===== config.mk =====
export PLATFORM = sky130hd
export DESIGN_NAME = sub16_pipe_flat
export DESIGN_NICKNAME = d
export VERILOG_FILES = /design/src/rtl/sub16_pipe_if.sv /design/src/rtl/sub16_pipe.sv /design/src/flat_wrapper.sv
export SDC_FILE = /design/constraint.sdc
export NUM_CORES = 1
export LEC_CHECK = 0
export ABC_AREA = 1
export CAP_MARGIN = 25
export CELL_PAD_IN_SITES_DETAIL_PLACEMENT = 1
export CELL_PAD_IN_SITES_GLOBAL_PLACEMENT = 1
export CORE_MARGIN = 1
export CORE_UTILIZATION = 37
export CTS_BUF_LIST = sky130_fd_sc_hd__clkbuf_4 sky130_fd_sc_hd__clkbuf_8 sky130_fd_sc_hd__clkbuf_16
export CTS_CLUSTER_SIZE = 30
export DETAILED_ROUTE_END_ITERATION = 10
export PLACE_DENSITY_LB_ADDON = 0.1
export SYNTH_ARGS = -nofsm -noshare
export SYNTH_HDL_FRONTEND = slang
export SYNTH_SLANG_ARGS = --single-unit

===== constraint.sdc =====
create_clock -name clk -period 2.5 [get_ports clk]
set_clock_uncertainty 0.1 [all_clocks]
set_input_delay 0.5 -clock clk [delete_from_list [all_inputs] [get_ports clk]]
set_output_delay 0.5 -clock clk [all_outputs]
set_load 0.03 [all_outputs]

===== src/rtl/sub16_pipe_if.sv =====
// rtl/sub16_pipe_if.sv - operand/result handshake bundle for sub16_pipe
interface sub16_pipe_if #(
    parameter int WIDTH = 16
);
    logic             in_valid;
    logic             in_ready;
    logic [WIDTH-1:0] a;
    logic [WIDTH-1:0] b;
    logic             bin;
    logic             out_valid;
    logic             out_ready;
    logic [WIDTH-1:0] diff;
    logic             borrow;
    logic             overflow;

    modport master (
        output in_valid, a, b, bin, out_ready,
        input  in_ready, out_valid, diff, borrow, overflow
    );

    modport slave (
        input  in_valid, a, b, bin, out_ready,
        output in_ready, out_valid, diff, borrow, overflow
    );
endinterface


===== src/rtl/sub16_pipe.sv =====
// rtl/sub16_pipe.sv - two-stage prefix-network subtractor, diff = a - b - bin
// Optional build macro SUB16_SAT_EN clamps diff on signed overflow.
module sub16_pipe #(
    parameter int WIDTH = 16
) (
    input  logic         clk,
    input  logic         reset,
    sub16_pipe_if.slave  bus
);
    localparam int H = WIDTH / 2;

    // Kogge-Stone add of one half; returns {carry_out, sum}
    function automatic logic [H:0] prefix_add(
        input logic [H-1:0] x,
        input logic [H-1:0] y,
        input logic         cin
    );
        logic [H-1:0] p;
        logic [H-1:0] g;
        logic [H-1:0] gp;
        logic [H-1:0] gn;
        logic [H-1:0] pn;
        p    = x ^ y;
        g    = x & y;
        g[0] = g[0] | (p[0] & cin);
        gp   = p;
        for (int d = 1; d < H; d = d * 2) begin
            gn = g;
            pn = gp;
            for (int i = d; i < H; i++) begin
                gn[i] = g[i] | (gp[i] & g[i-d]);
                pn[i] = gp[i] & gp[i-d];
            end
            g  = gn;
            gp = pn;
        end
        return {g[H-1], p ^ {g[H-2:0], cin}};
    endfunction

    logic             s1_valid;
    logic [H-1:0]     s1_lo;
    logic             s1_carry;
    logic [H-1:0]     s1_a_hi;
    logic [H-1:0]     s1_nb_hi;
    logic             s1_a_msb;
    logic             s1_b_msb;

    logic             s2_valid;
    logic [WIDTH-1:0] diff_q;
    logic             borrow_q;
    logic             ovf_q;

    logic             s2_stall;
    logic [H:0]       lo_res;
    logic [H:0]       hi_res;
    logic [WIDTH-1:0] full;
    logic             ovf;
    logic [WIDTH-1:0] res;

    assign s2_stall     = s2_valid && !bus.out_ready;
    assign bus.in_ready = !s1_valid || !s2_stall;

    always_comb begin
        lo_res = prefix_add(bus.a[H-1:0], ~bus.b[H-1:0], ~bus.bin);
        hi_res = prefix_add(s1_a_hi, s1_nb_hi, s1_carry);
        full   = {hi_res[H-1:0], s1_lo};
        ovf    = (s1_a_msb != s1_b_msb) && (full[WIDTH-1] != s1_a_msb);
`ifdef SUB16_SAT_EN
        if (ovf) begin
            res = s1_a_msb ? {1'b1, {(WIDTH-1){1'b0}}} : {1'b0, {(WIDTH-1){1'b1}}};
        end else begin
            res = full;
        end
`else
        res = full;
`endif
    end

    // Operand capture only happens on accept, so held data never changes under a stall
    always_ff @(posedge clk) begin
        if (bus.in_ready && bus.in_valid) begin
            s1_lo    <= lo_res[H-1:0];
            s1_carry <= lo_res[H];
            s1_a_hi  <= bus.a[WIDTH-1:H];
            s1_nb_hi <= ~bus.b[WIDTH-1:H];
            s1_a_msb <= bus.a[WIDTH-1];
            s1_b_msb <= bus.b[WIDTH-1];
        end
    end

    always_ff @(posedge clk) begin
        if (reset) begin
            s1_valid <= 1'b0;
            s2_valid <= 1'b0;
            diff_q   <= '0;
            borrow_q <= 1'b0;
            ovf_q    <= 1'b0;
        end else begin
            if (bus.in_ready) begin
                s1_valid <= bus.in_valid;
            end
            if (!s2_stall) begin
                s2_valid <= s1_valid;
                if (s1_valid) begin
                    diff_q   <= res;
                    borrow_q <= ~hi_res[H];
                    ovf_q    <= ovf;
                end
            end
        end
    end

    assign bus.out_valid = s2_valid;
    assign bus.diff      = diff_q;
    assign bus.borrow    = borrow_q;
    assign bus.overflow  = ovf_q;
endmodule

===== src/flat_wrapper.sv =====
// flat-port wrapper written by rule: the top's interface ports become plain ports
module sub16_pipe_flat 
#(
    parameter int WIDTH = 16
)
  (clk, reset, bus_in_valid, bus_a, bus_b, bus_bin, bus_out_ready, bus_in_ready, bus_out_valid, bus_diff, bus_borrow, bus_overflow);
  sub16_pipe_if #(.WIDTH(WIDTH)) bus_i ();
  input  logic clk;
  input  logic reset;
  input wire logic [$bits(bus_i.in_valid)-1:0] bus_in_valid;
  input wire logic [$bits(bus_i.a)-1:0] bus_a;
  input wire logic [$bits(bus_i.b)-1:0] bus_b;
  input wire logic [$bits(bus_i.bin)-1:0] bus_bin;
  input wire logic [$bits(bus_i.out_ready)-1:0] bus_out_ready;
  output wire logic [$bits(bus_i.in_ready)-1:0] bus_in_ready;
  output wire logic [$bits(bus_i.out_valid)-1:0] bus_out_valid;
  output wire logic [$bits(bus_i.diff)-1:0] bus_diff;
  output wire logic [$bits(bus_i.borrow)-1:0] bus_borrow;
  output wire logic [$bits(bus_i.overflow)-1:0] bus_overflow;
  assign bus_i.in_valid = bus_in_valid;
  assign bus_i.a = bus_a;
  assign bus_i.b = bus_b;
  assign bus_i.bin = bus_bin;
  assign bus_i.out_ready = bus_out_ready;
  assign bus_in_ready = bus_i.in_ready;
  assign bus_out_valid = bus_i.out_valid;
  assign bus_diff = bus_i.diff;
  assign bus_borrow = bus_i.borrow;
  assign bus_overflow = bus_i.overflow;
  sub16_pipe #(.WIDTH(WIDTH)) u_core (.clk(clk), .reset(reset), .bus(bus_i));
endmodule

==> results of run 1 <==
synthesized netlist by cell type:
cell type,n
clkbuf_1,2
o21bai_2,1
xor2_1,8
nand4_1,3
ha_1,14
a21oi_1,16
nand3_1,15
a21oi_2,1
o21ai_2,1
inv_2,2
inv_1,42
edfxtp_1,26
a21o_1,1
nand2_2,5
dfxtp_1,20
o21ai_0,12
o211ai_1,4
nand3b_1,1
buf_4,1
a21oi_4,1
fa_1,4
nor2_1,28
nand2_1,26
nor2_2,1
and2_1,1
o21ai_1,2
buf_2,1
registers in the layout (all words and copies together), names as in the netlist, 7 cells and up:
signal / flops
u_core.bus.diff: 16
u_core.s1_a_hi: 7
u_core.s1_lo: 8
u_core.s1_nb_hi: 8
logic make-up after synthesis:
| logic type | count (synthesis) | synth area share, % |
|---|---|---|
| adders and majority gates | 18 | 11.2 |
| xor gates and xnor gates | 8 | 3.08 |
| AOI/OAI and AO/OA | 39 | 10.2 |
| DFF | 46 | 52.0 |
| buffers and inverters | 48 | 8.15 |
| and+or+nand+nor | 80 | 15.3 |
per-layer routing:
layer	wire, µm	share of wire [%]	global-route usage [%]
met1	2110	45	19.9
met2	2380	51	28.1
met3	149	3.2	3.07
met4	49	1.0	4.82
met5	0	0	0
final cells by class:
| cell class | count | area [µm²] |
|---|---|---|
| Fill cell | 683 | 2850 |
| Multi-Input combinational cell | 145 | 920 |
| Clock buffer | 8 | 97.6 |
| Timing Repair Buffer | 62 | 618 |
| Sequential cell | 46 | 1180 |
| Tap cell | 75 | 93.8 |
| Inverter | 44 | 165 |
where the power goes:
group	switching [mW]	internal [mW]	leakage [nW]
registers	0.0240	0.869	0.419
clock network	0.233	0.247	0.0523
logic	0.225	0.193	0.900
total	0.483	1.31	1.37
worst max-delay path by stage:
stage | slack, ns | end | depth (start not counted)
6_report | 0.11 | bus_in_ready | 4
5_1_grt | 0.06 | bus_in_ready | 4
4_1_cts | 0.03 | u_core.s1_lo[6] | 10
3_5_place_dp | -0.33 | u_core.s1_lo[6] | 10
3_3_place_gp | -0.27 | u_core.s1_lo[6] | 10
2_1_floorplan | 0.26 | u_core.s1_lo[6] | 9
through the flow:
step / power, mW / cell area, µm² / setup slack, ns / util [%]
floorplan: 1.15 / 2270 / 0.256 / -
global placement: 1.31 / 2960 / -0.271 / 50.1
detailed placement: 1.33 / 2960 / -0.328 / 50.1
CTS: 1.82 / 3070 / 0.0254 / 51.8
global route: 1.89 / 3080 / 0.0566 / 51.9
finish: 1.79 / 3080 / 0.106 / 51.9
worst max-delay path, stage by stage:
cell	delay, ns
clkdlybuf4s50_1	0.47
inv_2	0.04
nand3_1	0.10
clkdlybuf4s50_1	0.68
timing repair:
action	CTS	global route
cloned	0	0
resized for setup	1	3
hold endpoints to repair	0	0
endpoints found under the setup margin	1	2
==> flow_metrics.env, run 1 <==
export IMPL_dieArea_um2=6460
export IMPL_startpoint_type="input port"
export IMPL_dr_first_iter_drc_count=41
export IMPL_die_w_um=80.4
export IMPL_power_leakage_nw=1.37
export IMPL_vias=1782
export IMPL_netlist_instances=239
export IMPL_wirelength_um=4690
export IMPL_fmaxAchievable_ghz=0.418
export IMPL_power_density_nw_per_um2=583
export IMPL_drc=1
export IMPL_hold_violations=0
export IMPL_drive_gt1_share_pct=9.84
export IMPL_grt_max_degree=27
export IMPL_initial_utilization_pct=38.4
export IMPL_clk_root_buffer_cell="clkbuf_8"
export IMPL_cts_buffers=5
export IMPL_grt_pass1_wl_um=7940
export IMPL_synth_cell_area_um2=2270
export IMPL_r2r_start="u_core.s1_nb_hi[0]"
export IMPL_status="complete, but fails checks"
export IMPL_hold_path_depth=2
export IMPL_hold_ws_ns=0.387
export IMPL_post_cts_repair_setup_buffers=0
export IMPL_via_per_inst=4.69
export IMPL_antenna_cells=0
export IMPL_clock_latency_ns=0.29
export IMPL_worstSetupPathType="in -> out"
export IMPL_holdBufCountCts=0
export IMPL_gp_congestion=0.758
export IMPL_critPathArrivalTime_ns=1.79
export IMPL_required_ns=1.90
export IMPL_overflow=0
export IMPL_synth_seq_cells=46
export IMPL_drv_cap=0
export IMPL_synth_area_leaders="edfxtp_1 (34%), dfxtp_1 (18%), ha_1 (7.7%), inv_1 (6.9%), nor2_1 (4.6%)"
export IMPL_cts_htree_levels=2
export IMPL_final_cell_mix="clkdlybuf4s50_1 (56), inv_1 (42), nor2_1 (28)"
export IMPL_yosysWarnings=0
export IMPL_cp_end_kind="output port"
export IMPL_placementRows=28
export IMPL_io_pins=57
export IMPL_grt_pass1_vias=1786
export IMPL_synthesis_nets=294
export IMPL_worst_pin_slew_ns=0.444
export IMPL_clk_pin_slew_worst_paths_ns=0.08
export IMPL_drt_first_pass_iters=6
export IMPL_layout_commonest_cell="clkdlybuf4s50_1"
export IMPL_core_area_um2=5920
export IMPL_setup_viol=0
export IMPL_clockBufferDepth=2
export IMPL_synth_area_leader_cell="edfxtp_1"
export IMPL_yosysSeqAreaShare_pct=52.0
export IMPL_hp_class="reg -> reg"
export IMPL_synth_distinct_cells=27
export IMPL_fin_crit_ns=2.39
export IMPL_hpwl_um=3560
export IMPL_grt_setup_unrepaired="false"
export IMPL_fin_nets=359
export IMPL_crit_start="bus_out_ready"
export IMPL_grt_total_usage_pct=16.1
export IMPL_die_y_um=80.4
export IMPL_area_growth_synth_to_final_pct=35.4
export IMPL_yosysTopAreaCellShare_pct=34.4
export IMPL_final_setup_tns_ns=0
export IMPL_final_cells=380
export IMPL_cts_tree="yes"
export IMPL_violations="design-rule violations"
export IMPL_holdPathEnd="u_core.bus.diff[2]"
export IMPL_peakVddDrop_uv=262
export IMPL_dp_cells=372
export IMPL_rr_worst_depth=9
export IMPL_period_share_pct=95.7
export IMPL_drv_slew=0
export IMPL_port_buffers=56
export IMPL_crit_fanout=3
export IMPL_worstReg2RegEnd="u_core.bus.diff[14]"
export IMPL_cts_sinks=46
export IMPL_slew_limit_headroom_pct=70.4
export IMPL_r2r_slack_ns=0.51
export IMPL_hold_start="u_core.bus.diff[2]"
export IMPL_syn_avg_cell_area_um2=9.51
export IMPL_wl_per_cell_um=12.3
export IMPL_drtAntennaViolNets=0
export IMPL_antenna_found_initial=0
Note: power is estimated with default switching activity, not from simulation.
==> run 2: changes to the inputs <==
Settings changed: CAP_MARGIN 25 to 30, MAX_ROUTING_LAYER set to met4.
==> flow_metrics.env, run 2 (same netlist as run 1, synthesis figures left out) <==
export IMPL_status="complete, but fails checks"
export IMPL_violations="design-rule violations"
export IMPL_drtAntennaViolNets=0
export IMPL_hold_start="u_core.bus.diff[2]"
export IMPL_grt_setup_unrepaired="false"
export IMPL_via_per_inst=4.69
export IMPL_antenna_found_initial=0
export IMPL_r2r_start="u_core.s1_nb_hi[0]"
export IMPL_crit_fanout=3
export IMPL_cts_sinks=46
export IMPL_cts_htree_levels=2
export IMPL_final_cells=380
export IMPL_placed_cell_area_um2=2960
export IMPL_slew_limit_headroom_pct=70.0
export IMPL_grt_pass1_wl_um=7950
export IMPL_die_y_um=80.4
export IMPL_clockBufferDepth=2
export IMPL_hold_path_depth=2
export IMPL_holdBufCountCts=0
export IMPL_hp_class="reg -> reg"
export IMPL_rr_worst_depth=9
export IMPL_fmaxAchievable_ghz=0.418
export IMPL_r2r_slack_ns=0.50
export IMPL_clk_root_buffer_cell="clkbuf_8"
export IMPL_worstSetupPathType="in -> out"
export IMPL_hold_violations=0
export IMPL_drive_gt1_share_pct=9.84
export IMPL_worstReg2RegEnd="u_core.bus.diff[14]"
export IMPL_clock_latency_ns=0.29
export IMPL_largest_reg_flops=16
export IMPL_core_area_um2=5920
export IMPL_startpoint_type="input port"
export IMPL_peakVddDrop_uv=263
export IMPL_dp_cells=372
export IMPL_holdPathEnd="u_core.bus.diff[2]"
export IMPL_port_buffers=56
export IMPL_post_cts_repair_setup_buffers=0
export IMPL_worst_pin_slew_ns=0.450
export IMPL_cp_end_kind="output port"
export IMPL_clk_pin_slew_worst_paths_ns=0.08
export IMPL_dieArea_um2=6460
export IMPL_dr_first_iter_drc_count=47
export IMPL_final_area_um2=3080
export IMPL_required_ns=1.90
export IMPL_grt_pass1_vias=1783
export IMPL_drv_cap=0
export IMPL_initial_utilization_pct=38.4
export IMPL_vias=1784
export IMPL_drv_slew=0
export IMPL_fin_crit_ns=2.39
export IMPL_placementRows=28
export IMPL_fin_total_pwr_mw=1.80
export IMPL_cts_buffers=5
export IMPL_grt_total_usage_pct=16.6
export IMPL_crit_top_cell="clkdlybuf4s50_1"
export IMPL_gp_congestion=0.767
export IMPL_max_stage_delay_ns=0.68
export IMPL_die_w_um=80.4
export IMPL_crit_chain="clkdlybuf4s50_1 > inv_2 > nand3_1 > clkdlybuf4s50_1"
export IMPL_fin_nets=359
export IMPL_period_share_pct=95.7
export IMPL_critPathArrivalTime_ns=1.79
export IMPL_power_density_nw_per_um2=584
export IMPL_final_cell_mix="clkdlybuf4s50_1 (56), inv_1 (42), nor2_1 (28)"
export IMPL_area_growth_synth_to_final_pct=35.4
export IMPL_antenna_cells=0
export IMPL_layout_commonest_cell="clkdlybuf4s50_1"
export IMPL_power_leakage_nw=1.37
export IMPL_wl_per_cell_um=12.4
export IMPL_io_pins=57
export IMPL_cp_slowest_cell="clkdlybuf4s50_1"
export IMPL_hpwl_um=3560
export IMPL_drt_first_pass_iters=7
export IMPL_nFillCells=683
export IMPL_drc=1
export IMPL_grt_max_degree=27
export IMPL_finalCoreUtilization_pct=51.9
export IMPL_overflow=0
export IMPL_wirelength_um=4700
export IMPL_setup_viol=0
export IMPL_cts_tree="yes"
## run 2: worst max-delay path by stage
stage / startpoint / endpoint / slack [ns] / cells after the start
finish: bus_out_ready / bus_in_ready / 0.11 / 4
global placement: bus_bin / u_core.s1_lo[6] / -0.27 / 10
floorplan: bus_bin / u_core.s1_lo[6] / 0.26 / 9
detailed placement: bus_bin / u_core.s1_lo[6] / -0.33 / 10
CTS: bus_bin / u_core.s1_lo[6] / 0.03 / 10
global route: bus_out_ready / bus_in_ready / 0.06 / 4
## run 2: worst max-delay path: cells and delay by family
kind / cells / cell delay (ns)
and+or+nand+nor: 1 / 0.10
buffers and inverters: 3 / 1.19
## run 2: per-stage QoR
step / hold slack [ns] / TNS, ns / worst slack [ns]
CTS: 0.394 / 0 / 0.0254
global route: 0.418 / 0 / 0.0566
detailed placement: 0.374 / -0.856 / -0.328
floorplan: 0.367 / 0 / 0.256
finish: 0.387 / 0 / 0.106
global placement: 0.368 / -0.726 / -0.271
## run 2: cell type report
class	instances	area, µm²	area share [%]
clock buffers	8	97.6	3.17
flip-flops and latches	46	1180	38.4
well taps	75	93.8	3.05
multi-input cells	145	920	29.9
repair buffers	62	618	20.1
inverters	44	165	5.37
## run 2: what timing repair did
item,4_1_cts,5_1_grt
gates resized for setup,1,3
pin swaps,0,0
cloned,0,0
setup endpoints to repair,1,2
## run 2: layer usage
layer  wire length (µm)  up-vias  GRT usage [%]  part of all wire, %
li1                   -      907              -                    -
met1               2110      832           20.0                   45
met4                 61        0           4.82                  1.3
met3                153        7           3.07                  3.3
met5                  0        -              -                    0
met2               2370       38           28.1                   50
## run 2: where the power goes
group	internal, mW	total, mW	switching, mW
logic	0.192	0.418	0.225
registers	0.869	0.893	0.0240
clock network	0.248	0.487	0.240
==> run 3: changes to the inputs <==
Settings changed: CORE_ASPECT_RATIO set to 0.8.
==> flow_metrics.env, run 3 (same netlist as run 1, synthesis figures left out) <==
export IMPL_antenna_cells=0
export IMPL_cts_resized=1
export IMPL_dieArea_um2=6460
export IMPL_gp_congestion=0.767
export IMPL_power_combinational_fraction_pct=21.7
export IMPL_status="completed"
export IMPL_p_sw_uw=508
export IMPL_wl_per_cell_um=12.5
export IMPL_cts_buffers=5
export IMPL_startpoint_type="input port"
export IMPL_p_sw_share_pct=26.6
export IMPL_cp_end_kind="output port"
export IMPL_antenna_found_initial=0
export IMPL_area_growth_synth_to_final_pct=36.9
export IMPL_fin_crit_ns=2.41
export IMPL_drv_cap=0
export IMPL_clock_latency_ns=0.30
export IMPL_grt_pass1_vias=1814
export IMPL_worstSetupPathType="in -> out"
export IMPL_io_pins=57
export IMPL_hold_violations=0
export IMPL_critPathTopFamily="buffers and inverters"
export IMPL_clockBufferDepth=2
export IMPL_initial_utilization_pct=38.4
export IMPL_via_per_inst=4.65
export IMPL_grt_max_degree=27
export IMPL_core_area_um2=5910
export IMPL_hp_class="reg -> reg"
export IMPL_power_leakage_nw=1.39
export IMPL_clk_root_buffer_cell="clkbuf_8"
export IMPL_worst_pin_slew_ns=0.438
export IMPL_largest_reg_flops=16
export IMPL_final_cell_mix="clkdlybuf4s50_1 (56), inv_1 (42), nor2_1 (28)"
export IMPL_grt_setup_unrepaired="false"
export IMPL_grt_total_usage_pct=17.3
export IMPL_crit_chain="clkdlybuf4s50_1 > inv_2 > nand3_1 > clkdlybuf4s50_1"
export IMPL_max_stage_delay_ns=0.68
export IMPL_critPathArrivalTime_ns=1.81
export IMPL_dr_first_iter_drc_count=47
export IMPL_fmaxAchievable_ghz=0.415
export IMPL_regArea_um2=1180
export IMPL_slew_limit_headroom_pct=70.7
export IMPL_cts_htree_levels=2
export IMPL_cts_sinks=46
export IMPL_post_cts_repair_setup_buffers=0
export IMPL_cts_tree="yes"
export IMPL_finalCoreUtilization_pct=52.6
export IMPL_crit_buf_inv=3
export IMPL_crit_top_cell="clkdlybuf4s50_1"
export IMPL_power_density_nw_per_um2=615
export IMPL_drt_first_pass_iters=4
export IMPL_drc=0
export IMPL_die_y_um=72.1
export IMPL_setup_slack_ns=0.0910
export IMPL_cp_slowest_cell="clkdlybuf4s50_1"
export IMPL_grt_pass1_wl_um=8120
export IMPL_final_setup_tns_ns=0
export IMPL_post_place_ws_ns=-0.337
export IMPL_wirelength_um=4840
export IMPL_nFillCells=673
export IMPL_peakVddDrop_uv=328
export IMPL_fin_nets=360
export IMPL_die_w_um=89.6
export IMPL_holdBufCountCts=0
export IMPL_placementRows=25
export IMPL_drv_slew=0
export IMPL_layout_commonest_cell="clkdlybuf4s50_1"
export IMPL_clkPwrFrac_pct=31.5
export IMPL_setup_viol=0
export IMPL_vias=1798
export IMPL_crit_fanout=3
export IMPL_fin_total_pwr_mw=1.91
export IMPL_overflow=0
export IMPL_clk_pin_slew_worst_paths_ns=0.09
export IMPL_drtAntennaViolNets=0
export IMPL_p_int_mw=1.40
export IMPL_drive_gt1_share_pct=9.80
export IMPL_multi_input_area_um2=917
export IMPL_required_ns=1.90
export IMPL_hpwl_um=3760
export IMPL_p_seq_share_pct=46.7
export IMPL_port_buffers=56
export IMPL_period_share_pct=96.4
[run 3: cell type report]
cell class	count	area share (%)
Multi-Input combinational cell	145	29.5
Timing Repair Buffer	63	19.7
Inverter	44	5.31
Tap cell	81	3.26
Sequential cell	46	38.0
Clock buffer	8	4.26
[run 3: stage by stage]
step	cells	area [µm²]	hold WS (ns)
floorplan	239	2270	0.367
global route	387	3110	0.441
global placement	379	2970	0.362
finish	387	3110	0.394
detailed placement	379	2970	0.381
CTS	387	3100	0.397
[run 3: per-layer routing]
layer | vias to the layer above | GRT usage (%) | share of wire, %
li1 | 911 | - | -
met1 | 845 | 22.1 | 48
met2 | 34 | 27.4 | 47
met3 | 8 | 3.87 | 3.8
met4 | 0 | 5.29 | 1.2
met5 | - | - | 0
[run 3: worst paths after layout]
| check | end | cells after the start | slack [ns] | start |
|---|---|---|---|---|
| worst max-delay path | bus_in_ready | 4 | 0.09 | bus_out_ready |
| worst min-delay path | u_core.bus.diff[1] | 2 | 0.39 | u_core.bus.diff[1] |
| worst max register to register | u_core.bus.diff[14] | 9 | 0.56 | u_core.s1_a_hi[0] |
| worst min register to register | u_core.bus.diff[1] | 2 | 0.39 | u_core.bus.diff[1] |
[run 3: power groups by stage]
| stage | registers [mW] | logic, mW | clock network [mW] |
|---|---|---|---|
| floorplan | 0.952 | 0.200 | 0 |
| global placement | 0.910 | 0.403 | 0 |
| detailed placement | 0.912 | 0.415 | 0 |
| CTS | 0.895 | 0.419 | 0.623 |
| global route | 0.901 | 0.464 | 0.651 |
| finish | 0.894 | 0.416 | 0.603 |
[run 3: worst reg2reg max path, delay by kind of cell (launching register included)]
kind            cells  cell delay, ns
fa+ha+maj           2            0.66
compound gates      2            0.21
simple gates        3            0.32
buf+inv             2            0.12
flops               1            0.43
